`src/rtl/dac_output_sequencer.sv`:
```
// dac_output_sequencer: multi-channel DAC output stage with sample-rate strobe, per-channel mode, attenuation and offset-binary conversion
// Ports:
//   CLOCK_50, reset        clock and synchronous active-high reset
//   mode, shift            per-channel 2-bit mode (stream/DC/ramp/mute) and arithmetic right-shift, sampled on strobes
//   in_data, in_valid      per-channel signed stream samples with valid
//   in_ready               per-channel: sample consumed this cycle
//   dc_level, ramp_step    per-channel signed DC value and unsigned ramp increment
//   sample_en              one-cycle strobe every DIV cycles
//   dac_data               registered offset-binary DAC codes
//   underrun               per-channel sticky flag: stream strobe without a valid sample
module dac_output_sequencer #(
  parameter int N_CH = 2,
  parameter int DW = 14,
  parameter int DIV = 4
) (
  input  logic                 CLOCK_50,
  input  logic                 reset,
  input  logic [2*N_CH-1:0]    mode,
  input  logic [2*N_CH-1:0]    shift,
  input  logic [N_CH*DW-1:0]   in_data,
  input  logic [N_CH-1:0]      in_valid,
  output logic [N_CH-1:0]      in_ready,
  input  logic [N_CH*DW-1:0]   dc_level,
  input  logic [N_CH*DW-1:0]   ramp_step,
  output logic                 sample_en,
  output logic [N_CH*DW-1:0]   dac_data,
  output logic [N_CH-1:0]      underrun
);
  localparam int CW = $clog2(DIV);
  localparam logic [CW-1:0] LAST = CW'(DIV - 1);
  logic [CW-1:0] count;
  always_ff @(posedge CLOCK_50)
    count <= (reset || count == LAST) ? '0 : count + CW'(1);
  assign sample_en = count == LAST;
  for (genvar k = 0; k < N_CH; k++) begin : g_ch
    logic [1:0] md, sh;
    logic signed [DW-1:0] din, dc, step, v, s, acc, last;
    logic [DW-1:0] dac;
    logic und;
    assign md = mode[2*k +: 2];
    assign sh = shift[2*k +: 2];
    assign din = $signed(in_data[DW*k +: DW]);
    assign dc = $signed(dc_level[DW*k +: DW]);
    assign step = $signed(ramp_step[DW*k +: DW]);
    // mute selects 0, so the shift below needs no mute special case
    always_comb begin
      v = md == 2'd0 ? (in_valid[k] ? din : last) : md == 2'd1 ? dc : md == 2'd2 ? acc : '0;
      s = v >>> sh;
    end
    always_ff @(posedge CLOCK_50) begin
      if (reset) begin
        dac <= {1'b1, {(DW-1){1'b0}}};
        acc <= '0;
        last <= '0;
        und <= 1'b0;
      end else if (sample_en) begin
        dac <= {~s[DW-1], s[DW-2:0]};
        if (md == 2'd0 && in_valid[k]) last <= din;
        und <= und | (md == 2'd0 && !in_valid[k]);
        // accumulator wraps modulo 2^DW and restarts from 0 whenever the channel leaves ramp
        acc <= md == 2'd2 ? acc + step : '0;
      end
    end
    assign dac_data[DW*k +: DW] = dac;
    assign underrun[k] = und;
    assign in_ready[k] = sample_en & (md == 2'd0) & in_valid[k];
  end
endmodule

```
`config.mk`:
```
export PLATFORM = sky130hd
export DESIGN_NAME = dac_output_sequencer
export DESIGN_NICKNAME = d
export VERILOG_FILES = /design/src/rtl/dac_output_sequencer.sv
export SDC_FILE = /design/constraint.sdc
export NUM_CORES = 1
export LEC_CHECK = 0
export CORE_UTILIZATION = 65
export CTS_CLUSTER_DIAMETER = 120
export DETAILED_ROUTE_END_ITERATION = 12
export DONT_BUFFER_PORTS = 1
export HOLD_SLACK_MARGIN = 0.12
export PLACE_DENSITY = 0.86
export RECOVER_POWER = 100
export SYNTH_ARGS = -nofsm -noshare
export SYNTH_HDL_FRONTEND = slang
export SYNTH_SLANG_ARGS = --single-unit
```
`constraint.sdc`:
```
create_clock -name CLOCK_50 -period 5.3 [get_ports CLOCK_50]
set_input_delay 0.795 -clock CLOCK_50 [delete_from_list [all_inputs] [get_ports CLOCK_50]]
set_output_delay 0.795 -clock CLOCK_50 [all_outputs]
set_load 0.02 [all_outputs]
```
==> results of run 1 <==
[final cells by class]
type	count	area [um2]
clock buffer	12	155
clock inverter	2	38.8
fill	655	2350
inverter	21	78.8
multi-input combinational	544	3370
sequential	88	1760
tap	102	128
timing repair buffer	2	11.3
[report_power, final]
part | internal, uW | switching [uW]
registers | 681 | 31.2
clock network | 241 | 231
logic | 73.2 | 97.8
total | 995 | 360
[logic make-up after synthesis]
kind of cell	after synthesis
and+or+nand+nor	220
AOI/OAI and AO/OA	211
DFF	88
muxes	66
buffers and inverters	63
adders and majority gates	29
xor gates and xnor gates	18
[how the worst min path moves through the flow]
stage                        start        to  slack [ps]  depth (start not counted)
after detailed placement  count[0]  count[0]         430                          1
after global routing      count[0]  count[0]         460                          1
final                     count[0]  count[0]         430                          1
after floorplan           count[0]  count[0]         400                          1
after CTS                 count[0]  count[0]         440                          1
after global placement    count[0]  count[0]         420                          1
[critical path, cell delays in order (launching register included)]
cell,delay (ps)
sky130_fd_sc_hd__dfxtp_1,340
sky130_fd_sc_hd__ha_1,200
sky130_fd_sc_hd__buf_4,530
sky130_fd_sc_hd__nor3b_1,310
sky130_fd_sc_hd__nand2_1,350
sky130_fd_sc_hd__inv_1,550
[state kept, by name (all words and copies together), names as in the netlist]
register / flops
g_ch.und: 2
g_ch.dac: 28
g_ch.last: 28
count: 2
g_ch.acc: 28
[cell usage after synthesis, drive strengths merged (3+ instances only)]
master  instances  area share
nand2         109       0.076
dfxtp          88        0.33
nor2           86       0.060
a21oi          85       0.079
mux2i          66        0.12
o21ai          46       0.045
a211oi         31       0.043
ha             27       0.062
clkbuf         24       0.017
inv            21       0.015
buf            18       0.019
a21o           12       0.017
xor2           10       0.016
xnor2           8       0.013
o21a            6      0.0083
nor2b           5      0.0058
a22oi           4      0.0055
a311oi          4      0.0065
o31ai           4      0.0065
a22o            3      0.0048
a31oi           3      0.0035
nand4           3      0.0035
nor3            3      0.0028
[through the flow]
| step | setup slack [ps] | instance area [um2] | instances | util | hold slack [ps] |
|---|---|---|---|---|---|
| floorplan | 2770 | 5420 | 695 | - | 404 |
| global placement | 2370 | 5370 | 757 | 0.681 | 419 |
| detailed placement | 2280 | 5370 | 757 | 0.681 | 428 |
| CTS | 1890 | 5560 | 771 | 0.705 | 439 |
| global route | 1650 | 5540 | 771 | 0.703 | 455 |
| finish | 1850 | 5540 | 771 | 0.703 | 429 |
[layer usage]
layer / wire [um] / part of all wire / up-vias
li1: - / - / 2382
met1: 5120 / 0.38 / 2187
met2: 6810 / 0.51 / 186
met3: 1040 / 0.078 / 33
met4: 367 / 0.028 / 0
met5: 0 / 0 / -
==> impl_metrics.tcl, run 1 <==
set metrics [dict create \
    cts-buffers-inserted 9 \
    synth_sequential_area_ratio 0.325 \
    crit_path_end "in_ready[0]" \
    rows 32 \
    use_met2 0.567 \
    synthSimpleGateAreaFrac 0.166 \
    timing_max_transition_violations_final 0 \
    synth_adder_area_share 0.0697 \
    mostFrequentLayoutCell "sky130_fd_sc_hd__nand2_1" \
    hold_violations 0 \
    synth_seq_cells 88 \
    area.growth.synth_to_final_pct 2.26 \
    groute.layer.met3.usage 0.0919 \
    die_height_um 93.3 \
    fp.dieArea_mm2 0.00871 \
    worst_slew_margin_rel 0.305 \
    synthMuxAreaShare 0.122 \
    synthesis.instances 695 \
    worst_pin_slew_ps 1040 \
    syn_avg_cell_area_um2 7.80 \
    synthArstFlopShare 0 \
    setup_tns_ps 0 \
    grt_util_overall 0.309 \
    post_cts_resize_count 0 \
    layout_common_cells "sky130_fd_sc_hd__nand2_1, sky130_fd_sc_hd__dfxtp_1, sky130_fd_sc_hd__nor2_1, sky130_fd_sc_hd__a21oi_1, sky130_fd_sc_hd__mux2i_1" \
    design.final.nets 791 \
    fin_crit_ps 3450 \
    finalPower_uw 1350 \
    crit_type "reg -> out" \
    tritoncts "built" \
    worstSetupEndpointType "primary output" \
    clkTransAtPathRegs_ps 80 \
    count_of_different_cell_masters_after_synthesis 49 \
    rr_worst_depth 6 \
    worstPathRequired_ps 4510 \
    vias 4788 \
    cts_hold_buffers 0 \
    root_buffer "sky130_fd_sc_hd__clkbuf_8" \
    finClkSkew_ps 11.0 \
    clock_sink_count 88 \
    drive_gt1_frac 0.0269 \
    timing.rr.start "count[0]" \
    port-buffer-count 0 \
    maxClockFrequency_mhz 290 \
    grt_max_degree 64 \
    gpl.final_weighted_congestion 0.948 \
    drt.antenna.violating_nets 0 \
    first_iter_violations 254 \
    fp.coreArea_mm2 0.00789 \
    critical_path_peak_fanout 61 \
    setup.worst_path.start "count[0]" \
    combinational_family_with_the_most_area_after_synthesis "compound AO/OA/AOI/OAI gates" \
    detail_route.vias_per_cell 6.21 \
    ir_drop_v 0.000230 \
    top_usage_layer "met2" \
    maxCapViolCount 0 \
    synth_compound_area_frac 0.238 \
    synthXorXnorAreaFrac 0.0291 \
    syn-cell-area_mm2 0.00542 \
    grt-ovfl-total 0 \
    num_io_pins 129 \
    postRouteWirelength_um 13300 \
    n_antenna_cell 0 \
    startpoint_type "flip-flop" \
    count_of_flip_flops_with_a_built_in_enable_after_synthesis 0 \
    rsz0062_at_grt "no" \
    reg_to_reg_endpoint "g_ch[1].acc[13]" \
    timing.final.crit_share 0.651 \
    arrival_ps 2650 \
    first_pass_iters 5 \
    die_w_um 93.3 \
    wire_length_of_the_first_global_routing_pass_um 21200 \
    synth.net_count 820 \
    power_density_mw_per_mm2 244 \
    start_util 0.687 \
    grt_pass1_vias 4623 \
    grt_antenna_before_repair 0 \
    clk-insertion-delay-late_ps 350 \
    reg2reg_setup_slack_ps 2570 \
    run_status "completed" \
    post-cts-setup-buffer-count 0 \
    final-setup-viol-count 0 \
    cts-htree-levels 3 \
    wl_per_cell_um 17.3 \
    clockBufferDepth 2 \
    p_leak_uw 0.00225 \
    drcViolationCount 0 \
    place.detailed.hpwl_um 10300 \
    synth_top_flop_cell "sky130_fd_sc_hd__dfxtp_1" \
    groute.layer.met1.usage 0.336 \
    hp-class "reg -> reg" \
    synthesis.yosys.warnings 0 \
]
Power figures use the tool's default switching activity.
==> run 2: changes to the inputs <==
Settings changed: CORE_UTILIZATION 65 to 58, PLACE_DENSITY 0.86 to 0.81.
Clock period 5.3 ns to 3.1 ns, I/O delays scaled along.
==> run 2 against run 1 <==
- sequential power grew 71%
- count of clock-buffer cells in the layout shrank 1
- combinational power grew 70%
- register-to-register slack lost 2100 ps
- clock power grew 67%
- largest power group unchanged
- worst hold slack lost 260 ps
- wire length grew 1.3%
- clock skew shrank 3.4 ps
- design area grew 0.54%
- critical endpoint unchanged
==> impl_metrics.tcl, run 2 (same netlist as run 1, synthesis figures left out) <==
set metrics [dict create \
    run_status "completed" \
    ir_drop_v 0.000185 \
    finish.cell_count_without_fillers 781 \
    multi_input_comb_area_mm2 0.00338 \
    grt-ovfl-total 0 \
    root_buffer "sky130_fd_sc_hd__clkbuf_8" \
    p_leak_uw 0.00226 \
    clkTransAtPathRegs_ps 90 \
    fp.dieArea_mm2 0.00973 \
    worstPathRequired_ps 2630 \
    fp.coreArea_mm2 0.00889 \
    mostFrequentLayoutCell "sky130_fd_sc_hd__nand2_1" \
    hp-class "in -> reg" \
    place.detailed.hpwl_um 10200 \
    hold_violations 0 \
    clock_sink_count 88 \
    worst_slew_margin_rel 0.191 \
    cts-buffers-inserted 9 \
    timing.rr.start "count[0]" \
    crit_type "reg -> out" \
    die_w_um 98.7 \
    fillCellCount 816 \
    post_cts_resize_count 0 \
    rsz0062_at_grt "no" \
    clk-insertion-delay-late_ps 360 \
    cts_hold_buffers 0 \
    finClkSkew_ps 7.66 \
    cts-htree-levels 3 \
    post-place-ws_ps 625 \
    tritoncts "built" \
    grt_pass1_vias 4781 \
    clockBufferDepth 2 \
    startpoint_type "flip-flop" \
    rr_worst_depth 6 \
    crit_path_end "in_ready[0]" \
    grt_util_overall 0.289 \
    grt_max_degree 64 \
    port-buffer-count 0 \
    post-cts-setup-buffer-count 0 \
    drcViolationCount 0 \
    timing.critical_path.slowest_stage_cell "sky130_fd_sc_hd__clkbuf_1" \
    wl_per_cell_um 17.3 \
    worstSetupEndpointType "primary output" \
    detail_route.vias_per_cell 6.14 \
    maxCapViolCount 0 \
    area.growth.synth_to_final_pct 2.82 \
    final-setup-viol-count 0 \
    place.detailed.instances 766 \
    num_io_pins 129 \
    n_antenna_cell 0 \
    arrival_ps 2120 \
    drt.antenna.violating_nets 0 \
    critical_path_cell_by_cell "ha_1 > nor3b_1 > nand2_1 > clkbuf_1 > inv_1" \
    drive_gt1_frac 0.0357 \
    maxClockFrequency_mhz 386 \
    rows 34 \
    postRouteWirelength_um 13500 \
    setup.worst_path.start "count[0]" \
    layout_common_cells "sky130_fd_sc_hd__nand2_1, sky130_fd_sc_hd__dfxtp_1, sky130_fd_sc_hd__nor2_1, sky130_fd_sc_hd__a21oi_1, sky130_fd_sc_hd__mux2i_1" \
    seq_area_mm2 0.00176 \
    vias 4792 \
    first_iter_violations 227 \
    cp.buffers_inverters 2 \
    wire_length_of_the_first_global_routing_pass_um 22600 \
    reg_top3 "g_ch.acc x28, g_ch.dac x28, g_ch.last x28" \
    setup_tns_ps 0 \
    reg_to_reg_endpoint "g_ch[1].acc[13]" \
    critPathTopFamily "buffers and inverters" \
    timing_max_transition_violations_final 0 \
    die_height_um 98.7 \
    crit_path_max_incr_delay_ps 510 \
    fin_crit_ps 2590 \
    power_density_mw_per_mm2 413 \
    worst_pin_slew_ps 1210 \
    timing.final.crit_share 0.835 \
    grt_antenna_before_repair 0 \
    design.final.nets 794 \
    finalPower_uw 2300 \
    critical_path_peak_fanout 15 \
    cell_depth_of_the_worst_setup_path 5 \
    gpl.final_weighted_congestion 0.928 \
    reg2reg_setup_slack_ps 520 \
    postLayoutSetupSlackWorst_ps 511 \
    first_pass_iters 5 \
    start_util 0.609 \
]
## run 2: final cells by class
type | instances | area share
clock buffer | 11 | 0.0254
clock inverter | 4 | 0.00808
inverter | 21 | 0.0141
multi-input combinational | 544 | 0.607
sequential | 88 | 0.316
tap | 108 | 0.0243
timing repair buffer | 5 | 0.00449
## run 2: metal layers
| metal | wire [um] | up-vias | GRT usage |
|---|---|---|---|
| met5 | 0 | - | 0 |
| li1 | - | 2381 | - |
| met2 | 6550 | 198 | 0.497 |
| met4 | 504 | 0 | 0.146 |
| met3 | 1090 | 36 | 0.0660 |
| met1 | 5380 | 2177 | 0.340 |
## run 2: where the power goes
group	internal, uW	switching, uW
registers	1160	54.5
clock network	387	402
logic	126	165
## run 2: how the worst min path moves through the flow
stage / cells after the start / endpoint / start
after floorplan: 1 / count[0] / count[0]
after global placement: 1 / count[0] / count[0]
after detailed placement: 1 / count[0] / count[0]
after CTS: 1 / g_ch[0].last[9] / reset
after global routing: 1 / g_ch[0].last[9] / reset
final: 1 / g_ch[0].last[9] / reset
## run 2: through the flow
step                cell area [um2]  utilization  hold WS [ps]
finish                         5570        0.627           167
global route                   5570        0.627           158
CTS                            5590        0.628           156
detailed placement             5400        0.607           427
global placement               5400        0.607           416
floorplan                      5420            -           404
## run 2: worst register-to-register path, stage by stage, from the launching register on
cell,delay (ps)
sky130_fd_sc_hd__dfxtp_1,350
sky130_fd_sc_hd__ha_1,180
sky130_fd_sc_hd__clkbuf_2,920
sky130_fd_sc_hd__nand4bb_1,630
sky130_fd_sc_hd__nor2_1,230
sky130_fd_sc_hd__o21ai_0,90
sky130_fd_sc_hd__o21ai_0,110
